<file path="config.mk">
export PLATFORM = sky130hd
export DESIGN_NAME = pipe_shifter
export DESIGN_NICKNAME = d
export VERILOG_FILES = /design/src/rtl/pipe_shifter.sv
export SDC_FILE = /design/constraint.sdc
export NUM_CORES = 1
export LEC_CHECK = 0
export ABC_AREA = 1
export CORE_MARGIN = 2
export CORE_UTILIZATION = 40
export DETAILED_ROUTE_END_ITERATION = 12
export SYNTH_ARGS = -nofsm -noshare
export SYNTH_HDL_FRONTEND = slang
export SYNTH_SLANG_ARGS = --single-unit
</file>
<file path="constraint.sdc">
create_clock -name clk -period 3.2 [get_ports clk]
set_input_delay 0.64 -clock clk [delete_from_list [all_inputs] [get_ports clk]]
set_output_delay 0.64 -clock clk [all_outputs]
set_load 0.02 [all_outputs]
</file>
<file path="src/rtl/pipe_shifter.sv">
// Pipelined shifter/rotator: one registered stage per shift-amount bit, with a
// back-pressured valid/ready chain so a full pipe stalls from the output end.
module pipe_shifter #(
  parameter int WIDTH = 32,
  parameter int TAG_W = 4,
  localparam int SW = $clog2(WIDTH)
) (
  input  logic             clk,
  input  logic             rst,
  input  logic             flush,
  input  logic             in_valid,
  output logic             in_ready,
  input  logic [WIDTH-1:0] in_data,
  input  logic [SW-1:0]    in_shamt,
  input  logic [2:0]       in_mode,
  input  logic [TAG_W-1:0] in_tag,
  output logic             out_valid,
  input  logic             out_ready,
  output logic [WIDTH-1:0] out_data,
  output logic [TAG_W-1:0] out_tag
);

  localparam logic [2:0] MODE_SLL = 3'b000;
  localparam logic [2:0] MODE_SRL = 3'b001;
  localparam logic [2:0] MODE_SRA = 3'b010;
  localparam logic [2:0] MODE_ROL = 3'b011;
  localparam logic [2:0] MODE_ROR = 3'b100;

  // Handshake: a transfer happens on a rising edge where valid and ready are
  // both 1; valid never depends on ready, and a stalled stage holds every field.
  logic [SW-1:0]    valid_q, valid_d;
  logic [WIDTH-1:0] data_q  [SW];
  logic [WIDTH-1:0] data_d  [SW];
  logic [SW-1:0]    shamt_q [SW];
  logic [SW-1:0]    shamt_d [SW];
  logic [2:0]       mode_q  [SW];
  logic [2:0]       mode_d  [SW];
  logic [TAG_W-1:0] tag_q   [SW];
  logic [TAG_W-1:0] tag_d   [SW];

  logic [SW-1:0]    rdy;
  logic [SW-1:0]    src_valid;
  logic [WIDTH-1:0] src_data  [SW];
  logic [SW-1:0]    src_shamt [SW];
  logic [2:0]       src_mode  [SW];
  logic [TAG_W-1:0] src_tag   [SW];

  function automatic logic [WIDTH-1:0] shift_stage(input logic [WIDTH-1:0] d,
                                                   input logic [2:0]       mode,
                                                   input int               amt);
    logic [WIDTH-1:0] r;
    r = d;
    case (mode)
      MODE_SLL: r = d << amt;
      MODE_SRL: r = d >> amt;
      MODE_SRA: r = $signed(d) >>> amt;
      MODE_ROL: r = (d << amt) | (d >> (WIDTH - amt));
      MODE_ROR: r = (d >> amt) | (d << (WIDTH - amt));
      default:  r = d;
    endcase
    return r;
  endfunction

  // rdy[k] = !valid[k] || rdy[k+1], unrolled from the output end.
  always_comb begin : ready_chain
    logic ready_acc;
    rdy       = '0;
    ready_acc = out_ready;
    for (int k = SW - 1; k >= 0; k--) begin
      ready_acc = !valid_q[k] || ready_acc;
      rdy[k]    = ready_acc;
    end
  end

  assign in_ready = rdy[0] && !rst && !flush;

  always_comb begin
    src_valid    = '0;
    src_valid[0] = in_valid && in_ready;
    src_data[0]  = in_data;
    src_shamt[0] = in_shamt;
    src_mode[0]  = in_mode;
    src_tag[0]   = in_tag;
    for (int k = 1; k < SW; k++) begin
      src_valid[k] = valid_q[k-1];
      src_data[k]  = data_q[k-1];
      src_shamt[k] = shamt_q[k-1];
      src_mode[k]  = mode_q[k-1];
      src_tag[k]   = tag_q[k-1];
    end
  end

  // Stage k applies a shift of 2^k when bit k of its operation's amount is set.
  always_comb begin
    valid_d = valid_q;
    data_d  = data_q;
    shamt_d = shamt_q;
    mode_d  = mode_q;
    tag_d   = tag_q;
    for (int k = 0; k < SW; k++) begin
      if (rdy[k]) begin
        valid_d[k] = src_valid[k];
        if (src_valid[k]) begin
          data_d[k]  = src_shamt[k][k] ? shift_stage(src_data[k], src_mode[k], 1 << k)
                                       : src_data[k];
          shamt_d[k] = src_shamt[k];
          mode_d[k]  = src_mode[k];
          tag_d[k]   = src_tag[k];
        end
      end
    end
    if (flush) valid_d = '0;
  end

  always_ff @(posedge clk) begin
    if (rst) begin
      valid_q <= '0;
      for (int k = 0; k < SW; k++) begin
        data_q[k]  <= '0;
        shamt_q[k] <= '0;
        mode_q[k]  <= '0;
        tag_q[k]   <= '0;
      end
    end else begin
      valid_q <= valid_d;
      for (int k = 0; k < SW; k++) begin
        data_q[k]  <= data_d[k];
        shamt_q[k] <= shamt_d[k];
        mode_q[k]  <= mode_d[k];
        tag_q[k]   <= tag_d[k];
      end
    end
  end

  assign out_valid = valid_q[SW-1];
  assign out_data  = data_q[SW-1];
  assign out_tag   = tag_q[SW-1];

endmodule

</file>
Word level (Yosys, flattened, before mapping)
Cells that the tools add are included.
{ "totals": {"wordCells": 89, "reg_bits": 217, "in_bits": 49} }
{ "classes": {"eq_ne": 20, "bitwise": 9, "mux": 10, "reduce_logical": 27} }
{ "ops": {"columns": ["operator", "count"], "rows": [
  ["$pmux 32 s5", 4],
  ["$mux 32", 5],
  ["$pmux 32 s4", 1],
  ["$or 16x32->32", 1],
  ["$or 24x32->32", 1],
  ["$or 28x32->32", 1],
  ["$or 30x32->32", 1],
  ["$or 31x32->32", 1],
  ["$or 32x1->32", 1],
  ["$or 32x2->32", 1],
  ["$or 32x4->32", 1],
  ["$or 32x8->32", 1],
  ["$eq 3x2->1 const B", 10],
  ["$eq 3x1->1 const B", 5],
  ["$eq 3x3->1 const B", 5],
  ["$logic_not 3->1", 5],
  ["$reduce_and 2->1", 5],
  ["$logic_not 1->1", 7],
  ["$logic_or 1x1->1", 5],
  ["$reduce_or 2->1", 2],
  ["$logic_and 1x1->1", 3]
]} }

Logic depth before layout (Yosys ltp)
Gate-level depths: netlist (run 1).
{ "logic_depth": {"word_depth": 10, "mapped_depth": 10} }

Worst setup path after synthesis (run 1)
No wires, ideal clock.
{ "synth_timing": {"path_kind": "input -> output", "start": "in out_ready", "end": "out in_ready", "path_stages": 6, "slack_ns": 1.369, "t_arrival_ns": 1.191, "required_time_ns": 2.560, "cell_sequence": "inv_1 -> nand3_2 -> nor2_4 -> nand3_2 -> nand2_1 -> inv_1"} }
{ "synth_via": {"elab_chain_cells": 7} }
{ "synth_lines": {"columns": ["element", "line_no", "text"], "rows": [
  ["start, declared", "18", "input logic out_ready,"],
  ["$logic_or 1x1->1 (5 in a row)", "70", "ready_acc = !valid_q[k] || ready_acc;"],
  ["$logic_and 1x1->1 (2 in a row)", "75", "assign in_ready = rdy[0] && !rst && !flush;"],
  ["end, declared", "12", "output logic in_ready,"]
]} }
No other way between the ends.

Final worst setup path (run 1)
Ends and elaborated chain as after synthesis.

==> flow_metrics.py, run 1 <==
metrics = {
    "status": {
        "status": "finished, final reports clean",
    },
    "synthesis": {
        "synth_top_area_share_pct": 38.3,
        "ys.flop_type": "dfxtp_1",
        "ys_seq_area_share_pct": 38.3,
        "synth_compound_area_share_pct": 27.4,
        "synth_nets": 1709,
        "synth_mux_area_share_pct": 0,
        "synth_xor_area_share_pct": 0,
        "synth_top_family_by_area": "compound AO/OA/AOI/OAI gates",
        "synth_top_cells_by_area": "dfxtp_1, nand2_1, a21oi_1",
        "synth_edf_count": 0,
        "synthTopCellsByCount": "nand2_1, a21oi_1, dfxtp_1",
        "synth_seq_cells": 207,
        "synthAdderAreaFrac_pct": 0,
        "syn_area_um2": 10800,
        "synth.most_common_cell": "nand2_1",
        "avgSynthCellArea_um2": 6.51,
        "yosys.area.top_type": "dfxtp_1",
        "async_reset_ff_share_pct": 0,
        "yosys.area_share.simple_pct": 22.3,
        "ys_warn_count": 0,
        "synthDistinctLibCells": 28,
        "synthCells": 1660,
    },
    "clock_network": {
        "cts_setup_buffers": 0,
        "htree_num_levels": 1,
        "cts_resized": 0,
        "cts_hold_buf": 0,
        "path_clk_slew_ns": 0.06,
        "clock-sinks": 207,
        "cts-root-buf": "clkbuf_16",
        "cts_made_buffers": 24,
        "cts_tree": "yes",
        "clk-insertion-delay-late_ns": 0.52,
        "clockBufferDepth": 3,
    },
    "final_layout": {
        "drive_gt1_share_pct": 6.00,
        "diodes": 0,
        "syn_to_final_growth_pct": 13.8,
        "fin_nets": 1699,
        "nFillCells": 2795,
    },
    "timing": {
        "hold_viol_final": 0,
        "skew_ns": 0.0148,
        "tns_ns": 0,
        "finalCritPeriodShare_pct": 87.3,
        "setup_viol": 0,
        "hold_slack_ns": 0.463,
        "slew_viol_final": 0,
        "maxSlewHeadroom_pct": 28.5,
        "max_freq_ghz": 0.358,
        "rsz0062_at_grt": "no",
        "max_slew.worst_pin.slew_ns": 1.07,
        "min_period_ns": 2.80,
    },
    "critical_path": {
        "cpMaxStageDelayCell": "clkdlybuf4s50_1",
        "startpoint_type": "primary input",
        "path_cells": "clkdlybuf4s50_1 -> inv_1 -> nand3_2 -> nor2_4 -> nand3_2 -> nand2_1 -> inv_1 -> clkdlybuf4s50_1",
        "cp-end-kind": "output pin",
        "reg2reg_depth": 5,
        "path_class": "primary input to output pin",
        "critPathMaxFanout": 3,
        "crit_arrival_ns": 2.16,
        "reg2reg_slack_ns": 1.18,
        "critPathRequiredTime_ns": 2.56,
        "cp_slowest_stage_delay_ns": 0.53,
    },
    "hold_path": {
        "min_delay_path_depth": 2,
        "holdCritPathClass": "flop to flop",
    },
    "power": {
        "max-vdd-ir-drop_mv": 0.303,
        "power_leakage_nw": 4.68,
        "comb_power_share_pct": 8.1,
        "p_int_mw": 4.45,
        "p_per_area_nw_per_um2": 477,
        "switchingPower_mw": 1.42,
        "clkPwrFrac_pct": 46.4,
        "switching_share_pct": 24.2,
        "p_seq_share_pct": 45.5,
    },
    "place": {
        "hpwl_mm": 19.1,
        "io_buffer_count": 86,
        "routabilityCongestion": 0.809,
    },
    "die": {
        "fp.dieH_um": 168,
        "dieWidth_um": 168,
        "start_util_pct": 40.5,
        "rows": 60,
        "pin_count": 87,
        "die-area_um2": 28400,
        "coreArea_um2": 26700,
    },
    "routing": {
        "drc": 0,
        "postRouteAntennaNets": 0,
        "first_pass_iters": 5,
        "wl_per_cell_um": 13.9,
        "num_vias": 10343,
        "routed_wl_mm": 28.0,
        "drt_iter0_drc": 891,
        "avgViaCountPerCell": 5.15,
    },
    "global_routing": {
        "antenna_found_initial": 0,
        "grt_max_degree": 86,
        "grt_use_total_pct": 19.7,
        "grt_pass1_vias": 9048,
        "grt_pass1_wl_mm": 47.0,
        "gr-total-overflow": 0,
    },
    "run": {
        "maxCapViolCount": 0,
    },
}
==> cell type report <==
type                    count  area (um2)  area share [%]
inverters                 131         492            4.00
well taps                 341         427            3.47
multi-input cells        1181        5380            43.7
repair buffers            105        1060            8.62
clock buffers              36         726            5.90
flip-flops and latches    207        4140            33.7
clock inverters             7        78.8           0.641
==> logic make-up after synthesis <==
kind of cell           Yosys count
buffers and inverters          272
AND/OR/NAND/NOR                603
AO/OA/AOI/OAI                  578
flip-flops                     207
==> registers in the layout, summed over array words and instances (netlist names) <==
name,count
mode_q,12
src_tag,16
data_q,128
shamt_q,10
out_tag,4
out_data,32
valid_q,5
==> placed cells by master, fill, tap and decap left out, types with 24 or more instances in the layout <==
master and n:
a21oi_1 266, clkbuf_16 24, clkdlybuf4s50_1 85, dfxtp_1 207, inv_1 115, nand2_1 460, nand3_1 25, nor2_1 95
o21ai_0 199, o21ai_1 91
==> power groups by stage <==
stage / Sequential (mW) / Combinational [mW] / Clock (mW)
after floorplan: 2.71 / 0.334 / 0
after global placement: 2.72 / 0.474 / 0
after detailed placement: 2.72 / 0.477 / 0
after CTS: 2.67 / 0.480 / 2.78
after global routing: 2.67 / 0.544 / 2.89
final: 2.67 / 0.476 / 2.72
==> routing by layer <==
layer | GRT usage [%] | up-vias | wire, um
met5 | 0 | - | 0
met4 | 4.16 | 0 | 507
met3 | 2.23 | 36 | 1180
met2 | 32.2 | 241 | 12800
met1 | 28.1 | 4681 | 13500
li1 | - | 5385 | -
==> through the flow <==
step	setup WS, ns	power [mW]	instance area, um2	util (%)	instances
after detailed placement	0.392	3.20	11500	43.0	1965
final	0.405	5.87	12300	46.0	2008
after floorplan	1.37	3.04	10800	-	1660
after global routing	0.273	6.11	12300	46.0	2008
after CTS	0.389	5.93	12300	46.0	2008
after global placement	0.414	3.20	11500	43.0	1965
==> path summary, 6_finish.rpt <==
kind / startpoint / end
max: out_ready / in_ready
min: src_tag[12] / src_tag[12]
max reg2reg: mode_q[12] / data_q[109]
min reg2reg: src_tag[12] / src_tag[12]
==> critical path, delay by kind of cell <==
kind / cells / cell delay (ns)
and+or+nand+nor: 4 / 0.47
buffers and inverters: 4 / 1.06
Note: power is estimated with default switching activity, not from simulation.
==> inputs of run 2 (changes only) <==
--- a/config.mk
+++ b/config.mk
@@ -9,6 +9,7 @@
 export CORE_MARGIN = 2
 export CORE_UTILIZATION = 40
 export DETAILED_ROUTE_END_ITERATION = 12
+export SLEW_MARGIN = 5
 export SYNTH_ARGS = -nofsm -noshare
 export SYNTH_HDL_FRONTEND = slang
 export SYNTH_SLANG_ARGS = --single-unit
==> results of run 2 <==
Final layout, timing and power as in run 1 (identical DEF).
